<file path="src/rtl/mips_multicycle_control.sv">
// Main control FSM for the multicycle MIPS datapath: Moore decode of state, with mem_ready/zero gated strobes.
// Memory states stall on mem_ready; a sticky mem_timeout flags long waits. MCCTRL_ADDI_EN builds addi support.
module mips_multicycle_control #(
  parameter int TIMEOUT_CYCLES = 16
) (
  input  logic       clk,
  input  logic       reset,
  input  logic [5:0] opcode,
  input  logic       zero,
  input  logic       mem_ready,
  output logic       mem_write,
  output logic       ir_write,
  output logic       reg_write,
  output logic       pc_en,
  output logic       iord,
  output logic       mem_to_reg,
  output logic       reg_dst,
  output logic       alu_src_a,
  output logic [1:0] alu_src_b,
  output logic [1:0] pc_src,
  output logic [1:0] alu_op,
  output logic [3:0] state,
  output logic       illegal_op,
  output logic       mem_timeout
);

  typedef enum logic [3:0] {
    FETCH    = 4'd0,
    DECODE   = 4'd1,
    MEMADR   = 4'd2,
    MEMREAD  = 4'd3,
    MEMWB    = 4'd4,
    MEMWRITE = 4'd5,
    EXECUTE  = 4'd6,
    ALUWB    = 4'd7,
    BRANCH   = 4'd8,
    ADDIEX   = 4'd9,
    ADDIWB   = 4'd10,
    JUMP     = 4'd11
  } state_t;

  localparam logic [5:0] OP_LW   = 6'b100011;
  localparam logic [5:0] OP_SW   = 6'b101011;
  localparam logic [5:0] OP_RTYP = 6'b000000;
  localparam logic [5:0] OP_BEQ  = 6'b000100;
  localparam logic [5:0] OP_ADDI = 6'b001000;
  localparam logic [5:0] OP_J    = 6'b000010;
  localparam logic [7:0] TO_LIM  = 8'(TIMEOUT_CYCLES);

  state_t     st;
  logic [7:0] wait_cnt;
  logic       waiting;
  logic       mw_d, irw_d, rw_d, pe_d, ill_d;

  assign state   = st;
  assign waiting = ((st == FETCH) || (st == MEMREAD) || (st == MEMWRITE)) && !mem_ready;

  always_ff @(posedge clk or posedge reset) begin
    if (reset) begin
      st          <= FETCH;
      wait_cnt    <= 8'd0;
      mem_timeout <= 1'b0;
    end else begin
      // counter saturates at the limit so the flag cannot be missed on wrap
      if (waiting) begin
        if (wait_cnt < TO_LIM) wait_cnt <= wait_cnt + 8'd1;
        if (wait_cnt + 8'd1 >= TO_LIM) mem_timeout <= 1'b1;
      end else begin
        wait_cnt <= 8'd0;
      end

      case (st)
        FETCH:    if (mem_ready) st <= DECODE;
        DECODE: begin
          case (opcode)
            OP_LW, OP_SW: st <= MEMADR;
            OP_RTYP:      st <= EXECUTE;
            OP_BEQ:       st <= BRANCH;
`ifdef MCCTRL_ADDI_EN
            OP_ADDI:      st <= ADDIEX;
`endif
            OP_J:         st <= JUMP;
            default:      st <= FETCH;
          endcase
        end
        MEMADR:   st <= (opcode == OP_SW) ? MEMWRITE : MEMREAD;
        MEMREAD:  if (mem_ready) st <= MEMWB;
        MEMWB:    st <= FETCH;
        MEMWRITE: if (mem_ready) st <= FETCH;
        EXECUTE:  st <= ALUWB;
        ALUWB:    st <= FETCH;
        BRANCH:   st <= FETCH;
`ifdef MCCTRL_ADDI_EN
        ADDIEX:   st <= ADDIWB;
        ADDIWB:   st <= FETCH;
`endif
        JUMP:     st <= FETCH;
        default:  st <= FETCH;
      endcase
    end
  end

  always_comb begin
    mw_d       = 1'b0;
    irw_d      = 1'b0;
    rw_d       = 1'b0;
    pe_d       = 1'b0;
    ill_d      = 1'b0;
    iord       = 1'b0;
    mem_to_reg = 1'b0;
    reg_dst    = 1'b0;
    alu_src_a  = 1'b0;
    alu_src_b  = 2'b00;
    pc_src     = 2'b00;
    alu_op     = 2'b00;
    case (st)
      FETCH: begin
        alu_src_b = 2'b01;
        irw_d     = mem_ready;
        pe_d      = mem_ready;
      end
      DECODE: begin
        alu_src_b = 2'b11;
        case (opcode)
          OP_LW, OP_SW, OP_RTYP, OP_BEQ, OP_J: ill_d = 1'b0;
`ifdef MCCTRL_ADDI_EN
          OP_ADDI: ill_d = 1'b0;
`endif
          default: ill_d = 1'b1;
        endcase
      end
      MEMADR: begin
        alu_src_a = 1'b1;
        alu_src_b = 2'b10;
      end
      MEMREAD:  iord = 1'b1;
      MEMWB: begin
        mem_to_reg = 1'b1;
        rw_d       = 1'b1;
      end
      MEMWRITE: begin
        iord = 1'b1;
        mw_d = 1'b1;
      end
      EXECUTE: begin
        alu_src_a = 1'b1;
        alu_op    = 2'b10;
      end
      ALUWB: begin
        reg_dst = 1'b1;
        rw_d    = 1'b1;
      end
      BRANCH: begin
        alu_src_a = 1'b1;
        alu_op    = 2'b01;
        pc_src    = 2'b01;
        pe_d      = zero;
      end
`ifdef MCCTRL_ADDI_EN
      ADDIEX: begin
        alu_src_a = 1'b1;
        alu_src_b = 2'b10;
      end
      ADDIWB:   rw_d = 1'b1;
`endif
      JUMP: begin
        pc_src = 2'b10;
        pe_d   = 1'b1;
      end
      default: ;
    endcase
  end

  // strobes are killed combinationally so nothing fires once reset asserts
  assign mem_write  = mw_d  & ~reset;
  assign ir_write   = irw_d & ~reset;
  assign reg_write  = rw_d  & ~reset;
  assign pc_en      = pe_d  & ~reset;
  assign illegal_op = ill_d & ~reset;

endmodule

</file>
<file path="config.mk">
export PLATFORM = sky130hd
export DESIGN_NAME = mips_multicycle_control
export DESIGN_NICKNAME = d
export VERILOG_FILES = /design/src/rtl/mips_multicycle_control.sv
export SDC_FILE = /design/constraint.sdc
export NUM_CORES = 1
export LEC_CHECK = 0
export CORE_MARGIN = 2
export CORE_UTILIZATION = 45
export DETAILED_ROUTE_END_ITERATION = 12
export GPL_TIMING_DRIVEN = 0
export PLACE_DENSITY = 0.79
export RECOVER_POWER = 100
export REMOVE_ABC_BUFFERS = 1
export SYNTH_ARGS = -nofsm -noshare
export SYNTH_HDL_FRONTEND = slang
export SYNTH_SLANG_ARGS = --single-unit
</file>
<file path="constraint.sdc">
create_clock -name clk -period 2.3 [get_ports clk]
set_input_delay 0.345 -clock clk [delete_from_list [all_inputs] [get_ports clk]]
set_output_delay 0.345 -clock clk [all_outputs]
set_load 0.05 [all_outputs]
</file>
Yosys cells after proc, flatten, opt, wreduce, memory -nomap -nowiden
Index checks and enable logic that the tools add are counted.

Bits in registers: 13. Logic and storage cells: 63. Bits of input ports: 10. Output and inout port bits: 20.

Bitwise operators: 6. Multiplexer cells: 21. $add $sub $neg: 1. Reduce and logical (&&, ||, !) cells: 13. Eq/ne operators: 17. Magnitude comparators: 2.

Operators with widths (number): one-hot mux 4 bit (6 select lines) (1); equality test 4 x 3 -> 1 bit, second input constant (4); two-way mux 8 bit (2); one-hot mux 4 bit (4 select lines) (1); equality test 6 bit, second input constant (2); two-way mux 4 bit (3); two-way mux 1 bit (9); adder 8 x 1 -> 8 bit, second input constant (1); equality test 4 x 2 -> 1 bit, second input constant (2); equality test 4 bit, second input constant (2); greater-or-equal comparator 8 x 5 -> 1 bit, second input constant (1); < comparator 8 x 5 -> 1 bit, second input constant (1); one-hot mux 2 bit (2 select lines) (2); equality test 6 x 2 -> 1 bit, second input constant (1); equality test 6 x 3 -> 1 bit, second input constant (1); logical NOT 6 bit (1); != test 2 bit, second input constant (3); one-hot mux 2 bit (3 select lines) (1); OR reduction 2 bit (3); AND 1 bit (5); OR reduction 5 bit (1); equality test 4 x 1 -> 1 bit, second input constant (1); logical NOT 4 bit (1); two-way mux 3 bit (1); other kinds (9) (10).

Logic depth before layout (Yosys ltp)
Depth after elaboration: 5. Gate-level depth with buffers: 5. Gate-level depth less buffers: 5.

Worst setup path after synthesis
Ideal clock, no wire load.

Kind: reg2out. Start point: register st[2], in the netlist state[2]. End point: output pc_en. Setup slack: -1.169 ns. Stages on the path, launching flop included: 5. Data required time: 1.955 ns. Arrival: 3.124 ns. Cells stage by stage: dfrtp_1 clkbuf_1 nor3_1 and4_1 o21bai_1.

Cells in the longest elaborated chain, start to end: 3. Elaborated cells between the ends (all ways): 5. Those cells by class: 2 x eq/ne; 1 x mux; 1 x bitwise; 1 x reduce/logical.

RTL lines: start: declaration (line 50) `state_t st;`; start signal: assignment (line 86) `MEMADR: st <= (opcode == OP_SW) ? MEMWRITE : MEMREAD;`; equality test 4 bit or logical NOT 4 bit (tied branches) (line 116) `case (st)`; one-hot mux 1 bit (3 select lines) * (line 116); AND 1 bit * (line 178) `assign pc_en = pe_d & ~reset;`; end: declaration (line 14) `output logic pc_en,`.

Every way passes the cells marked *; elsewhere a longest branch is shown, timed or not.

Worst setup path in the final report
Start point: register st[2], in the netlist state[2]. End point: output pc_src[0].

Cells in the longest elaborated chain, start to end: 2. Elaborated cells between the ends (all ways): 3. Those cells by class: 2 x eq/ne; 1 x mux.

RTL lines: equality test 4 bit (line 116); one-hot mux 2 bit (2 select lines) * (line 116); end: declaration (line 20) `output logic [1:0] pc_src,`.

Marks and branches as above.

==> results.toml <==
[yosys]
ys_types = 39
synthCells = 106
synthesis.area_um2 = 916
yosysWarningCount = 0
ys_seq_area_share_pct = 35.5
syn_avg_cell_area_um2 = 8.64
ys_ff_latch = 13

[floorplan]
boundaryPins = 30
rows = 16
core-area_mm2 = 0.00194
die_w_um = 49.1
initial_core_util_pct = 47.2
dieHeight_um = 49.1
die_area_mm2 = 0.00241

[final_layout]
layoutNonFillerInstCount = 165
area_growth_pct = 38.8
layout_common_cells = "12 x nor2_1, 10 x dfrtp_1, 8 x dlygate4sd2_1"
final_util_pct = 65.5
n_antenna_cell = 0
fillCellCount = 184
fin_nets = 151
drive_gt1_share_pct = 18.1
final_common_cell = "nor2_1"

[timing]
slew_viol_final = 0
tightestPinTransition_ns = 0.714
relSlewSlack_pct = 52.4
finalHoldViolCount = 0
clock_skew_ns = 0.00102
setup-tns-final_ns = 0
setup_viol = 0
post-route-period-util_pct = 95.0
timing.fmax_ghz = 0.458
min_period_ns = 2.18

[critical_path]
crit_start = "state[2]"
cp-endpoint = "pc_src[0]"
timing.rr.end = "state[0]"
cpPeakStageDelay_ns = 0.52
r2r_cells = 4
ff2ff_setup_slack_ns = 0.52
cp.arrival_ns = 1.84
path_cells = "or3b_1, nor2_4, clkbuf_1"
end_kind = "output pin"
startpoint_type = "flop"
crit_required_ns = 1.96
critPathMaxFanout = 16
crit_type = "reg2out"
r2r-start = "state[1]"
critPathSlowestCell = "dfrtp_2"

[grt]
gr-usage-met1_pct = 21.9
top_usage_layer = "met2"
grt_pass1_wl_um = 3730
track_usage_pct = 19.3
grtUsageMet2_pct = 37.4
use_met3_pct = 1.84
antenna_found_initial = 0
grt_max_degree = 19
gr-total-overflow = 0
grt_pass1_vias = 919

[pwr]
finalPower_mw = 1.36
p_leak_nw = 0.590
ir_drop_mv = 0.927
p_per_area_mw_per_mm2 = 1070
p_sw_mw = 0.728
p_seq_share_pct = 27.1
p_comb_share_pct = 62.9
clkPwrFrac_pct = 10.0
internal_power_mw = 0.630
sw_frac_of_total_pct = 53.6

[clocking]
root_buffer = "clkbuf_4"
clkLatencyLatePin_ns = 0.27
numClockSinks = 13
path_clk_slew_ns = 0.07
cts_tree = "done"
clockBufferDepth = 2
htreeDepth = 1
cts_hold_buf = 0
cts-buffers-inserted = 3

[placed_design]
dp.cells = 155
gp_congestion = 0.793
dp_hpwl_um = 1640
port_buffers = 29

[detailed_routing]
drt-total-wl_um = 2340
drtAntennaViolNets = 0
drtPass1Iterations = 4
via_per_inst = 5.64
via_count = 931
drt_iter0_markers = 14
drc_errors = 0
wl_per_cell_um = 14.2

[flow_run]
drv_cap = 0

[run_status]
outcome = "complete, no violations"

[hold_path]
hp-class = "reg2reg"
-- cells by family (layout without fill, tap and decap cells) --
family | after synthesis | in the layout | share of synthesized area [%]
multiplexers | 2 | 2 | 2.19
AO/OA/AOI/OAI | 19 | 19 | 15.0
flip-flops | 13 | 13 | 35.5
buffers and inverters | 11 | 43 | 4.92
adder cells (fa/ha/maj) | 2 | 2 | 2.73
AND/OR/NAND/NOR | 53 | 53 | 33.9
XOR/XNOR | 6 | 6 | 5.74
-- per-stage QoR --
step | hold slack (ns) | worst slack, ns | area [um^2]
after detailed placement | 0.448 | -0.614 | 1210
final | 0.453 | 0.115 | 1270
after global placement | 0.444 | -0.566 | 1210
after floorplan | 0.227 | -1.63 | 886
after global routing | 0.511 | -0.0426 | 1270
after CTS | 0.468 | -0.0524 | 1240
-- cell type report --
cell class              instances  area, um^2  share of cell area (%)
repair buffers                 35         298                    23.4
clock buffers                   4        26.3                    2.07
inverters                       4        18.8                    1.48
flip-flops and latches         13         329                    25.9
well taps                      27        33.8                    2.66
multi-input cells              82         566                    44.5
-- critical path: cells and delay by family (launching register included) --
kind | cells | cell delay, ns
AND/OR/NAND/NOR | 2 | 0.56
buffers and inverters | 1 | 0.48
flip-flops | 1 | 0.52
-- power groups by stage --
stage	clock network, mW	logic [mW]	registers, mW
3_5_place_dp	0	0.817	0.386
6_report	0.136	0.854	0.368
3_3_place_gp	0	0.804	0.383
2_1_floorplan	0	0.505	0.432
5_1_grt	0.156	0.912	0.381
4_1_cts	0.140	0.789	0.385
-- synthesized netlist by cell type (all sizes together) --
library cell  count  area share, %
and4              1           0.96
a31o              1           0.96
and2              4            2.7
nor2b             1           0.68
nand2             3            1.2
a21oi             6            3.3
xnor2             4            3.8
dfrtp            13             36
ha                2            2.7
a21o              1           0.82
or3               2            1.4
a31oi             2            1.4
nor4b             1           0.96
nor3              7            3.8
buf               1           0.82
o311ai            1           0.96
a41oi             1           0.96
o21bai            1           0.82
or3b              1           0.96
nor4bb            1            1.1
o21ai             1           0.55
nor4              6            5.5
xor2              2            1.9
o31ai             1           0.82
nand4             1           0.68
inv               4            1.6
mux2i             2            2.2
a2111oi           2            2.6
or2               1           0.68
and3              3            2.0
nand2b            4            2.7
clkbuf            6            2.5
o211a             1            1.1
nand3             3            1.6
nor2             13            5.3
or4b              1            1.5
a211oi            1           0.82
-- what timing repair did --
item,CTS,global route
buffers inserted,1,5
endpoints found under the setup margin,15,6
pin swaps,0,0
hold endpoints to repair,0,0
gates resized for setup,36,10
-- layer usage --
| metal | up-vias | part of all wire [%] |
|---|---|---|
| met4 | 0 | 2.3 |
| met5 | - | 0 |
| li1 | 456 | - |
| met3 | 6 | 4.7 |
| met1 | 434 | 40 |
| met2 | 35 | 53 |
-- sequential cells by signal, indices dropped and copies added, names as in the netlist --
register and count:
mem_timeout 1, wait_cnt 8, state 4
-- how the worst min path moves through the flow --
stage                      startpoint     endpoint  slack [ns]  cells past startpoint
final                     mem_timeout  mem_timeout        0.45                      1
after CTS                 mem_timeout  mem_timeout        0.47                      1
after detailed placement  mem_timeout  mem_timeout        0.45                      1
after global routing      mem_timeout  mem_timeout        0.51                      1
after global placement    mem_timeout  mem_timeout        0.44                      1
after floorplan                 reset  mem_timeout        0.23                      1
(Power assumes the default switching activity.)
